[config.mk]
export PLATFORM = sky130hd
export DESIGN_NAME = sat_accum_lanes
export DESIGN_NICKNAME = d
export VERILOG_FILES = /design/src/rtl/sat_accum_lanes_pkg.sv /design/src/rtl/sat_accum_lanes_add_lane.sv /design/src/rtl/sat_accum_lanes.sv
export SDC_FILE = /design/constraint.sdc
export NUM_CORES = 1
export LEC_CHECK = 0
export CAP_MARGIN = 10
export CORE_MARGIN = 2
export CORE_UTILIZATION = 49
export CTS_CLUSTER_SIZE = 24
export DETAILED_ROUTE_END_ITERATION = 7
export DONT_BUFFER_PORTS = 1
export PLACE_DENSITY_LB_ADDON = 0.2
export SYNTH_ARGS = -nofsm -noshare
export SYNTH_HDL_FRONTEND = slang
export SYNTH_SLANG_ARGS = --single-unit
[constraint.sdc]
create_clock -name clk -period 4.6 [get_ports clk]
set_input_delay 0.46 -clock clk [delete_from_list [all_inputs] [get_ports clk]]
set_output_delay 0.46 -clock clk [all_outputs]
set_load 0.005 [all_outputs]
[src/rtl/sat_accum_lanes_pkg.sv]
// Common definitions for the saturating lane accumulator: numeric
// interpretation, FSM state encoding and the clamp limits helper.
package sat_accum_lanes_pkg;

  // Interpretation of lane data.
  typedef enum logic {
    UNSIGNED = 1'b0,
    SIGNED   = 1'b1
  } num_t;

  // Frame FSM: IDLE means the accumulators hold no partial frame.
  typedef enum logic {
    IDLE  = 1'b0,
    ACCUM = 1'b1
  } acc_state_e;

  // Clamp limits, returned 64 bits wide; callers keep the low aw bits.
  typedef struct packed {
    logic [63:0] max_v;
    logic [63:0] min_v;
  } sat_lim_t;

  function automatic sat_lim_t sat_limits(input num_t t, input int aw);
    sat_lim_t lim;
    if (t == SIGNED) begin
      lim.max_v = (64'd1 << (aw - 1)) - 64'd1;
      lim.min_v = ~lim.max_v;
    end else begin
      lim.max_v = (aw >= 64) ? '1 : ((64'd1 << aw) - 64'd1);
      lim.min_v = '0;
    end
    return lim;
  endfunction

endpackage

[src/rtl/sat_accum_lanes_add_lane.sv]
// One lane of the accumulator: extended add, overflow/underflow decode and,
// when SAT_ACCUM_LANES_SATURATE_EN is defined, clamping to the lane limits.
// Purely combinational.
module sat_add_lane
  import sat_accum_lanes_pkg::*;
#(
  parameter int   DWd  = 8,
  parameter int   AWd  = 16,
  parameter num_t Type = UNSIGNED
) (
  input  logic [AWd-1:0] acc,
  input  logic [DWd-1:0] din,
  output logic [AWd-1:0] sum,
  output logic           ovf,
  output logic           udf
);

  localparam logic Sgn = (Type == SIGNED);

`ifdef SAT_ACCUM_LANES_SATURATE_EN
  localparam sat_lim_t       Lim  = sat_limits(Type, AWd);
  localparam logic [AWd-1:0] MaxV = Lim.max_v[AWd-1:0];
  localparam logic [AWd-1:0] MinV = Lim.min_v[AWd-1:0];
`endif

  logic [AWd:0] ext_in;
  logic [AWd:0] ext_acc;
  logic [AWd:0] full;

  // One extra bit on both operands; the top two bits of the result
  // tell whether the true sum left the AWd-bit range.
  assign ext_in  = {{(AWd + 1 - DWd){din[DWd-1] & Sgn}}, din};
  assign ext_acc = {acc[AWd-1] & Sgn, acc};
  assign full    = ext_acc + ext_in;

  // Decode flags and select wrapped or clamped result.
  always_comb begin
    ovf = 1'b0;
    udf = 1'b0;
    if (Sgn) begin
      ovf = (full[AWd:AWd-1] == 2'b01);
      udf = (full[AWd:AWd-1] == 2'b10);
    end else begin
      ovf = full[AWd];
    end
`ifdef SAT_ACCUM_LANES_SATURATE_EN
    if (ovf)      sum = MaxV;
    else if (udf) sum = MinV;
    else          sum = full[AWd-1:0];
`else
    sum = full[AWd-1:0];
`endif
  end

endmodule

[src/rtl/sat_accum_lanes.sv]
// Multi-lane streaming frame accumulator with sticky per-lane overflow and
// underflow flags, beat counter and a single registered result beat.
// Define SAT_ACCUM_LANES_SATURATE_EN to clamp lanes instead of wrapping.
module sat_accum_lanes
  import sat_accum_lanes_pkg::*;
#(
  parameter int   DWd   = 8,
  parameter int   AWd   = 16,
  parameter int   NLane = 4,
  parameter int   CntWd = 8,
  parameter num_t Type  = UNSIGNED
) (
  input  logic                 clk,
  input  logic                 rst_n,
  input  logic                 i_valid,
  output logic                 o_ready,
  input  logic [NLane*DWd-1:0] i_data,
  input  logic                 i_last,
  input  logic                 i_clear,
  output logic                 o_valid,
  input  logic                 i_ready,
  output logic [NLane*AWd-1:0] o_data,
  output logic [NLane-1:0]     o_ovf,
  output logic [NLane-1:0]     o_udf,
  output logic [CntWd-1:0]     o_cnt
);

  acc_state_e state_reg, state_next;

  logic [NLane-1:0][AWd-1:0] acc_reg;
  logic [NLane-1:0][AWd-1:0] lane_sum;
  logic [NLane-1:0]          lane_ovf;
  logic [NLane-1:0]          lane_udf;
  logic [NLane-1:0]          ovf_reg;
  logic [NLane-1:0]          udf_reg;
  logic [CntWd-1:0]          cnt_reg;
  logic [CntWd-1:0]          cnt_inc;

  logic                      out_valid_reg;
  logic [NLane*AWd-1:0]      out_data_reg;
  logic [NLane-1:0]          out_ovf_reg;
  logic [NLane-1:0]          out_udf_reg;
  logic [CntWd-1:0]          out_cnt_reg;

  logic accept;
  logic frame_end;
  logic restart;

  // Accept whenever the result slot is empty or being drained this cycle.
  assign o_ready   = !(out_valid_reg && !i_ready);
  assign accept    = i_valid && o_ready;
  assign frame_end = accept && i_last && !i_clear;
  assign restart   = i_clear || frame_end;
  assign cnt_inc   = (cnt_reg == '1) ? cnt_reg : cnt_reg + 1'b1;

  genvar gi;
  generate
    for (gi = 0; gi < NLane; gi++) begin : g_lane
      logic [AWd-1:0] acc_op;
      // A fresh frame always starts from zero, regardless of stale state.
      assign acc_op = (state_reg == ACCUM) ? acc_reg[gi] : '0;

      sat_add_lane #(
        .DWd (DWd),
        .AWd (AWd),
        .Type(Type)
      ) u_add (
        .acc(acc_op),
        .din(i_data[gi*DWd +: DWd]),
        .sum(lane_sum[gi]),
        .ovf(lane_ovf[gi]),
        .udf(lane_udf[gi])
      );
    end
  endgenerate

  // FSM state register.
  always_ff @(posedge clk or negedge rst_n) begin
    if (!rst_n) state_reg <= IDLE;
    else        state_reg <= state_next;
  end

  // Next state: clear or a closing beat returns to IDLE.
  always_comb begin
    state_next = state_reg;
    unique case (state_reg)
      IDLE:    if (accept && !i_clear && !i_last) state_next = ACCUM;
      ACCUM:   if (i_clear || (accept && i_last)) state_next = IDLE;
      default: state_next = IDLE;
    endcase
  end

  // Running sums, sticky flags and beat counter for the open frame.
  always_ff @(posedge clk or negedge rst_n) begin
    if (!rst_n) begin
      acc_reg <= '0;
      ovf_reg <= '0;
      udf_reg <= '0;
      cnt_reg <= '0;
    end else if (restart) begin
      acc_reg <= '0;
      ovf_reg <= '0;
      udf_reg <= '0;
      cnt_reg <= '0;
    end else if (accept) begin
      acc_reg <= lane_sum;
      ovf_reg <= ovf_reg | lane_ovf;
      udf_reg <= udf_reg | lane_udf;
      cnt_reg <= cnt_inc;
    end
  end

  // Result register: loaded at frame close, held until drained.
  always_ff @(posedge clk or negedge rst_n) begin
    if (!rst_n) begin
      out_valid_reg <= 1'b0;
      out_data_reg  <= '0;
      out_ovf_reg   <= '0;
      out_udf_reg   <= '0;
      out_cnt_reg   <= '0;
    end else if (frame_end) begin
      out_valid_reg <= 1'b1;
      out_data_reg  <= lane_sum;
      out_ovf_reg   <= ovf_reg | lane_ovf;
      out_udf_reg   <= udf_reg | lane_udf;
      out_cnt_reg   <= cnt_inc;
    end else if (i_ready) begin
      out_valid_reg <= 1'b0;
    end
  end

  assign o_valid = out_valid_reg;
  assign o_data  = out_data_reg;
  assign o_ovf   = out_ovf_reg;
  assign o_udf   = out_udf_reg;
  assign o_cnt   = out_cnt_reg;

endmodule

Yosys cells after proc, flatten, opt, wreduce, memory -nomap -nowiden
Cells that the tools add are included.
{"block": "classes", "addsub": 5, "n_eq_ne": 1, "mux": 16, "n_bitwise": 2, "reduce_logical": 14}
{"op": "2-to-1 mux 64 bit", "n": 2}
{"op": "adder 16 x 8 -> 17 bit", "n": 4}
{"op": "2-to-1 mux 16 bit", "n": 4}
{"op": "2-to-1 mux 8 bit", "n": 3}
{"op": "adder 8 x 1 -> 8 bit (second input constant)", "n": 1}
{"op": "== test 8 bit (second input constant)", "n": 1}
{"op": "2-to-1 mux 4 bit", "n": 2}
{"op": "logical AND 1 bit", "n": 6}
{"op": "logical NOT 1 bit", "n": 4}
{"op": "2-to-1 mux 1 bit", "n": 4}
{"op": "bitwise OR 4 bit", "n": 1}
{"op": "nonzero test 2 bit", "n": 2}
{"op": "logical OR 1 bit", "n": 2}
{"op": "one-hot mux 1 bit (2 select lines)", "n": 1}
{"op": "NOT 1 bit", "n": 1}
{"block": "totals", "register_bits": 154, "inputBits": 38, "out_inout_bits": 82, "elab_cells": 49}

Logic depth before layout (Yosys ltp)
Gate-level depths: netlist (run 1).
{"block": "logic_depth", "ltp_word": 8, "mapped_depth": 14, "ltp_nobuf": 9}

Cells and area by module
Synthesis (run 1) repeated with hierarchy kept, for this count alone.
{"block": "hier_totals", "cells_unflattened": 837, "area_unflattened_um2": 9054.9}
{"mod": "sat_accum_lanes", "n_inst": 1, "cells_each": 499, "area_per_inst_um2": 6610.1, "seq_area_each_um2": 4053.9}
{"mod": "sat_add_lane (g_lane[0].u_add ...)", "n_inst": 2, "cells_each": 86, "area_per_inst_um2": 605.6, "seq_area_each_um2": 0.0}
{"mod": "sat_add_lane (g_lane[3].u_add)", "n_inst": 1, "cells_each": 83, "area_per_inst_um2": 623.1, "seq_area_each_um2": 0.0}
{"mod": "sat_add_lane (g_lane[2].u_add)", "n_inst": 1, "cells_each": 83, "area_per_inst_um2": 610.6, "seq_area_each_um2": 0.0}

Worst setup path before layout (run 1)
OpenSTA, ideal clock, no wires.
{"block": "synth_path", "path_type": "flip-flop to flip-flop", "from": "register state_reg", "to": "register acc_reg[60] (netlist bit)", "setup_time_ns": 0.122, "t_arrival_ns": 2.952, "required_ns": 4.478, "path_slack_ns": 1.526, "stages_incl_launch_ff": 14, "n_path_buf": 5, "period_less_slack_ns": 3.074, "path_cell_list": "dfrtp_1 -> buf_2 -> buf_2 -> buf_2 -> clkbuf_1 -> clkbuf_1 -> and2_1 -> ha_1 -> fa_1 -> a21o_1 -> a221oi_2 -> o22ai_1 -> and2_4 -> a32o_1"}
{"block": "synth_via", "elab_chain_len": 4}
{"item": "start, declared", "line_no": "sat_accum_lanes.sv:28", "source": "acc_state_e state_reg, state_next;"}
{"item": "start signal, assigned", "line_no": "sat_accum_lanes.sv:80", "source": "else state_reg <= state_next;"}
{"item": "2-to-1 mux 16 bit", "line_no": "sat_accum_lanes.sv:61", "source": "assign acc_op = (state_reg == ACCUM) ? acc_reg[gi] : '0;"}
{"item": "adder 16 x 8 -> 17 bit", "line_no": "sat_accum_lanes_add_lane.sv:34", "source": "assign full = ext_acc + ext_in;"}
{"item": "2-to-1 mux 64 bit", "line_no": "sat_accum_lanes.sv:105", "source": "end else if (accept) begin"}
{"item": "2-to-1 mux 64 bit", "line_no": "sat_accum_lanes.sv:100", "source": "end else if (restart) begin"}
{"item": "end signal, assigned", "line_no": "sat_accum_lanes.sv:106", "source": "acc_reg <= lane_sum;"}
{"item": "end, declared", "line_no": "sat_accum_lanes.sv:30", "source": "logic [NLane-1:0][AWd-1:0] acc_reg;"}
No other way between the ends. The select of a mux whose other input is x is not followed.
A chain may end at the register's enable or synchronous reset.

Worst setup path after layout (run 1)
{"block": "layout_path", "from": "register state_reg", "to": "register acc_reg[28] (netlist bit)"}
Same word-level chain as after synthesis.

==> qor.yml, run 1 <==
max-vdd-ir-drop_uv: 245
pwr_density_cell_nw_per_um2: 356
yosys_register_bits: 154
max_slew_margin_pct: 35.2
grtUsageTotal_pct: 22.7
cts.sinks: 154
p_total_mw: 3.24
core-area_um2: 16600
violations: "negative hold slack"
critPathLaunchType: "register"
final_util_pct: 54.9
path_cells: "and2_1 -> ha_1 -> fa_1 -> a21o_1 -> a221oi_2 -> o21bai_2 -> and3_4 -> o21ai_0 -> a32o_1"
critPathSlowestCell: "dfrtp_2"
drc: 0
worstPathArrival_ns: 3.46
slowest_delay_ns: 0.76
firstDrtPassIters: 5
cts_hold_buf: 1
synth_area_per_cell_um2: 9.36
fmax_ghz: 0.323
synth_cell_type_count: 66
htreeDepth: 4
syn-cell-area_um2: 8300
cts_resized: 0
first_iter_violations: 347
crit_type: "register to register"
maxCapViolCount: 0
clock_latency_ns: 0.42
final_common_cell: "nand2_1"
grt_pass1_wl_um: 32100
hold_viol: 6
whs_ns: -0.00704
synth_edf_count: 0
die_w_um: 134
end_kind: "register"
fin_crit_sh_pct: 67.4
wl_per_cell_um: 17.8
path_max_fanout: 56
syn_to_final_growth_pct: 9.65
yosys.area.top_type_share_pct: 46.4
nets: 945
num_vias: 6297
outcome: "finished with violations"
netlist_instances: 887
hp-class: "input port to asynchronous set/reset pin"
ys_top_cells_by_area: "dfrtp_1, nand2_1, ha_1"
cts-root-buf: "clkbuf_16"
cts.path.max_buffers: 2
antenna_found_initial: 0
cts_made_buffers: 17
postCtsSetupBuffers: 0
clk_pin_slew_ns: 0.07
die_h_um: 134
die_area_um2: 18000
min_period_ns: 3.10
crit_required_ns: 4.96
yosysWarnings: 0
setup_tns_ns: 0
gp_congestion: 0.882
layout_common_cells: "nand2_1, dfrtp_1, o21ai_0"
ant_nets: 0
final.fill_count: 1487
grt_setup_unrepaired: "no"
pin_count: 120
initial_core_util_pct: 50.1
yosysSeqAreaShare_pct: 46.4
gr-total-overflow: 0
final-max-slew-violation-count: 0
worst_pin_slew_ns: 0.973
rows: 47
fin_skew_ns: 0.0161
grt_pass1_vias: 6162
cts_tree: "done"
drt-total-wl_um: 19700
synth_flop_cell: "dfrtp_1"
async_reset_ff_share_pct: 100
diodes: 0
power.leakage_nw: 4.16
viasPerCell: 5.71
yosys.area.top_type: "dfrtp_1"
place_hpwl_um: 12700
grt_start_max_net_pins: 155
portBuffers: 0
drive_gt1_share_pct: 7.47
setup_viol: 0
[synthesized netlist by cell type, drive strengths merged, types with 2 or more instances]
cell type,instances
inv,14
a211oi,3
buf,19
o21bai,6
or3,2
a31oi,8
nand4,14
o22ai,7
a21o,16
a21oi,43
and2,43
a32o,8
mux2i,2
o211ai,3
clkbuf,28
or2,4
o21a,2
nor3,3
o311ai,4
o31a,2
nand2b,4
a221oi,3
ha,33
nand3,18
nor4,3
xor2,14
nand2,189
and3,14
fa,4
nor2,34
xnor2,44
dfrtp,154
o31ai,7
mux2,6
a22o,28
o32ai,2
o21ai,86
[stage by stage]
stage          instance area, um2  setup slack (ns)  instances
6_report                     9100              1.50       1103
5_1_grt                      9100              1.33       1103
4_1_cts                      9100              1.54       1103
3_5_place_dp                 8450              1.57       1070
3_3_place_gp                 8450              1.60       1070
2_1_floorplan                8310              1.53        890
[cell families after synthesis]
family / count (synthesis) / synth area share [%]
simple gates: 333 / 18.6
compound gates: 235 / 18.6
flops: 154 / 46.4
buf+inv: 61 / 3.21
xor+xnor: 58 / 6.12
fa+ha+maj: 37 / 5.94
mux: 8 / 1.05
other cells: 1 / 0.0452
[where the power goes]
part	total [mW]	leakage, nW	switching [mW]	internal (mW)
sequential	1.51	2.07	0.0695	1.44
combinational	0.240	1.78	0.158	0.0828
clock	1.50	0.310	0.560	0.936
[cell type report]
type                    instances  area [um2]  share of cell area [%]
repair buffers                  8        80.1                   0.880
well taps                     220         275                    3.02
clock inverters                12         170                    1.87
flip-flops and latches        154        3850                    42.4
clock buffers                  20         457                    5.02
inverters                      14        52.6                   0.577
multi-input cells             675        4210                    46.3
[critical path, delay by kind of cell (launching register included)]
kind            cells  cell delay [ns]
fa+ha+maj           2             0.62
compound gates      5             1.10
simple gates        2             0.54
flops               1             0.76
[path summary, 6_finish.rpt]
check | start | end | slack (ns) | cells past startpoint
setup / recovery | state_reg | acc_reg[28] | 1.50 | 9
hold / removal | rst_n | acc_reg[51] | -0.007 | 1
setup reg to reg | state_reg | acc_reg[28] | 1.50 | 9
hold reg to reg | acc_reg[34] | acc_reg[34] | 0.47 | 2
max in group asynchronous | rst_n | acc_reg[52] | 3.90 | 1
min in group clk | i_clear | state_reg | 0.09 | 1
[per-layer routing]
layer  global-route usage, %  part of all wire [%]  up-vias
met5                       0                     0        -
met4                    6.67                   1.4        0
met3                    6.01                   5.6       20
met2                    35.9                    47      152
met1                    30.9                    46     3062
li1                        -                     -     3063
No activity file was read; power rests on OpenSTA's default activity.
==> run 2: changes to the inputs <==
==> constraint.sdc (replaced) <==
create_clock -name clk -period 2.96 [get_ports clk]
set_input_delay 0.296 -clock clk [delete_from_list [all_inputs] [get_ports clk]]
set_output_delay 0.296 -clock clk [all_outputs]
set_load 0.005 [all_outputs]
==> run 2 against run 1 <==
Against the previous run: cell count up 1.1%; global-route usage up 0.54 points; die area unchanged; the run still ends with negative hold slack left; via count up 1.8%; total power up 51%; highest routed layer unchanged; largest cell class unchanged; hold slack worse by 0.43 ns; maximum frequency up 14%; sequential cell count unchanged; non-clock buffer count up 15.
==> qor.yml, run 2 (synthesis gave the netlist of run 1 again) <==
setup_tns_ns: 0
clk_pin_slew_ns: 0.06
fin_skew_ns: 0.00731
cts_resized: 0
drt-total-wl_um: 19900
worstPathArrival_ns: 3.09
place_hpwl_um: 13700
final_common_cell: "nand2_1"
setup_viol: 0
wl_per_cell_um: 17.9
die_w_um: 134
clock_latency_ns: 0.42
nets: 960
r2r_slack_ns: 0.23
whs_ns: -0.432
drc: 0
drive_gt1_share_pct: 8.83
pin_count: 120
cts.path.max_buffers: 2
postCtsSetupBuffers: 0
portBuffers: 0
cts.sinks: 154
hold_viol: 154
ant_nets: 0
core-area_um2: 16600
grt_setup_unrepaired: "no"
min_period_ns: 2.73
crit_required_ns: 3.32
fmax_ghz: 0.367
die_area_um2: 18000
firstDrtPassIters: 5
syn_to_final_growth_pct: 10.5
layout_common_cells: "nand2_1, dfrtp_1, o21ai_0"
grt_pass1_vias: 6383
maxCapViolCount: 0
path_cells: "buf_4 -> and2_1 -> ha_1 -> fa_2 -> a21o_1 -> a221oi_2 -> o22ai_2 -> and2_4 -> o21ai_0 -> a32o_1"
diodes: 0
grt_pass1_wl_um: 33000
end_kind: "register"
antenna_found_initial: 0
grtUsageTotal_pct: 23.2
violations: "negative hold slack"
num_vias: 6412
power.leakage_nw: 4.21
cts-root-buf: "clkbuf_16"
gp_congestion: 0.821
initial_core_util_pct: 50.1
grt_start_max_net_pins: 155
rows: 47
pwr_density_cell_nw_per_um2: 534
cts_made_buffers: 17
reg2reg_to: "acc_reg[60]"
max_slew_margin_pct: 55.2
htreeDepth: 4
gr-total-overflow: 0
die_h_um: 134
critPathLaunchType: "register"
max-vdd-ir-drop_uv: 409
crit_type: "register to register"
hp-class: "input port to asynchronous set/reset pin"
worst_pin_slew_ns: 0.671
slowest_delay_ns: 0.47
path_max_fanout: 12
viasPerCell: 5.75
cts_hold_buf: 1
first_iter_violations: 475
outcome: "finished with violations"
cts_tree: "done"
final-max-slew-violation-count: 0
critPathSlowestCell: "dfrtp_2"
r2r_start: "state_reg"
p_total_mw: 4.90
reg2reg_depth: 10
fin_crit_sh_pct: 92.2
## run 2: worst max-delay path: cells and delay by family (launching register included)
kind | cells | cell delay [ns]
and+or+nand+nor | 2 | 0.33
buffers and inverters | 1 | 0.20
DFF | 1 | 0.47
AOI/OAI and AO/OA | 5 | 1.10
adders and majority gates | 2 | 0.55
## run 2: cell type report
class	count	area, um2
clock buffers	21	460
inverters	14	52.6
flip-flops and latches	154	3850
multi-input cells	675	4220
repair buffers	23	188
fillers	1484	7410
clock inverters	8	121
well taps	220	275
## run 2: metrics by stage
step	cells	area, um2	util, %	hold WS [ns]	worst slack (ns)
after floorplan	890	8360	-	0.000409	0.00423
after global placement	1085	8580	51.8	0.00617	0.311
after detailed placement	1085	8580	51.8	0.00396	0.250
after CTS	1115	9180	55.3	-0.448	0.207
after global routing	1115	9180	55.3	-0.447	0.0498
final	1115	9180	55.3	-0.432	0.232
## run 2: worst max-delay path by stage
stage / start / slack, ns / end / cells past startpoint
2_1_floorplan: state_reg / 0.004 / acc_reg[60] / 13
3_5_place_dp: state_reg / 0.25 / acc_reg[60] / 10
3_3_place_gp: state_reg / 0.31 / o_data[46] / 10
5_1_grt: state_reg / 0.05 / acc_reg[60] / 10
6_report: state_reg / 0.23 / acc_reg[60] / 10
4_1_cts: state_reg / 0.21 / acc_reg[60] / 10
## run 2: power by group
group	internal (mW)	switching [mW]
sequential	2.23	0.101
combinational	0.137	0.217
clock	1.35	0.858
total	3.73	1.18
## run 2: routing by layer
metal | GRT usage, % | vias to the layer above | routed length [um]
li1 | - | 3101 | -
met1 | 31.1 | 3114 | 8910
met2 | 36.2 | 164 | 9120
met3 | 6.35 | 33 | 1390
met4 | 8.95 | 0 | 498
met5 | 0 | - | 0
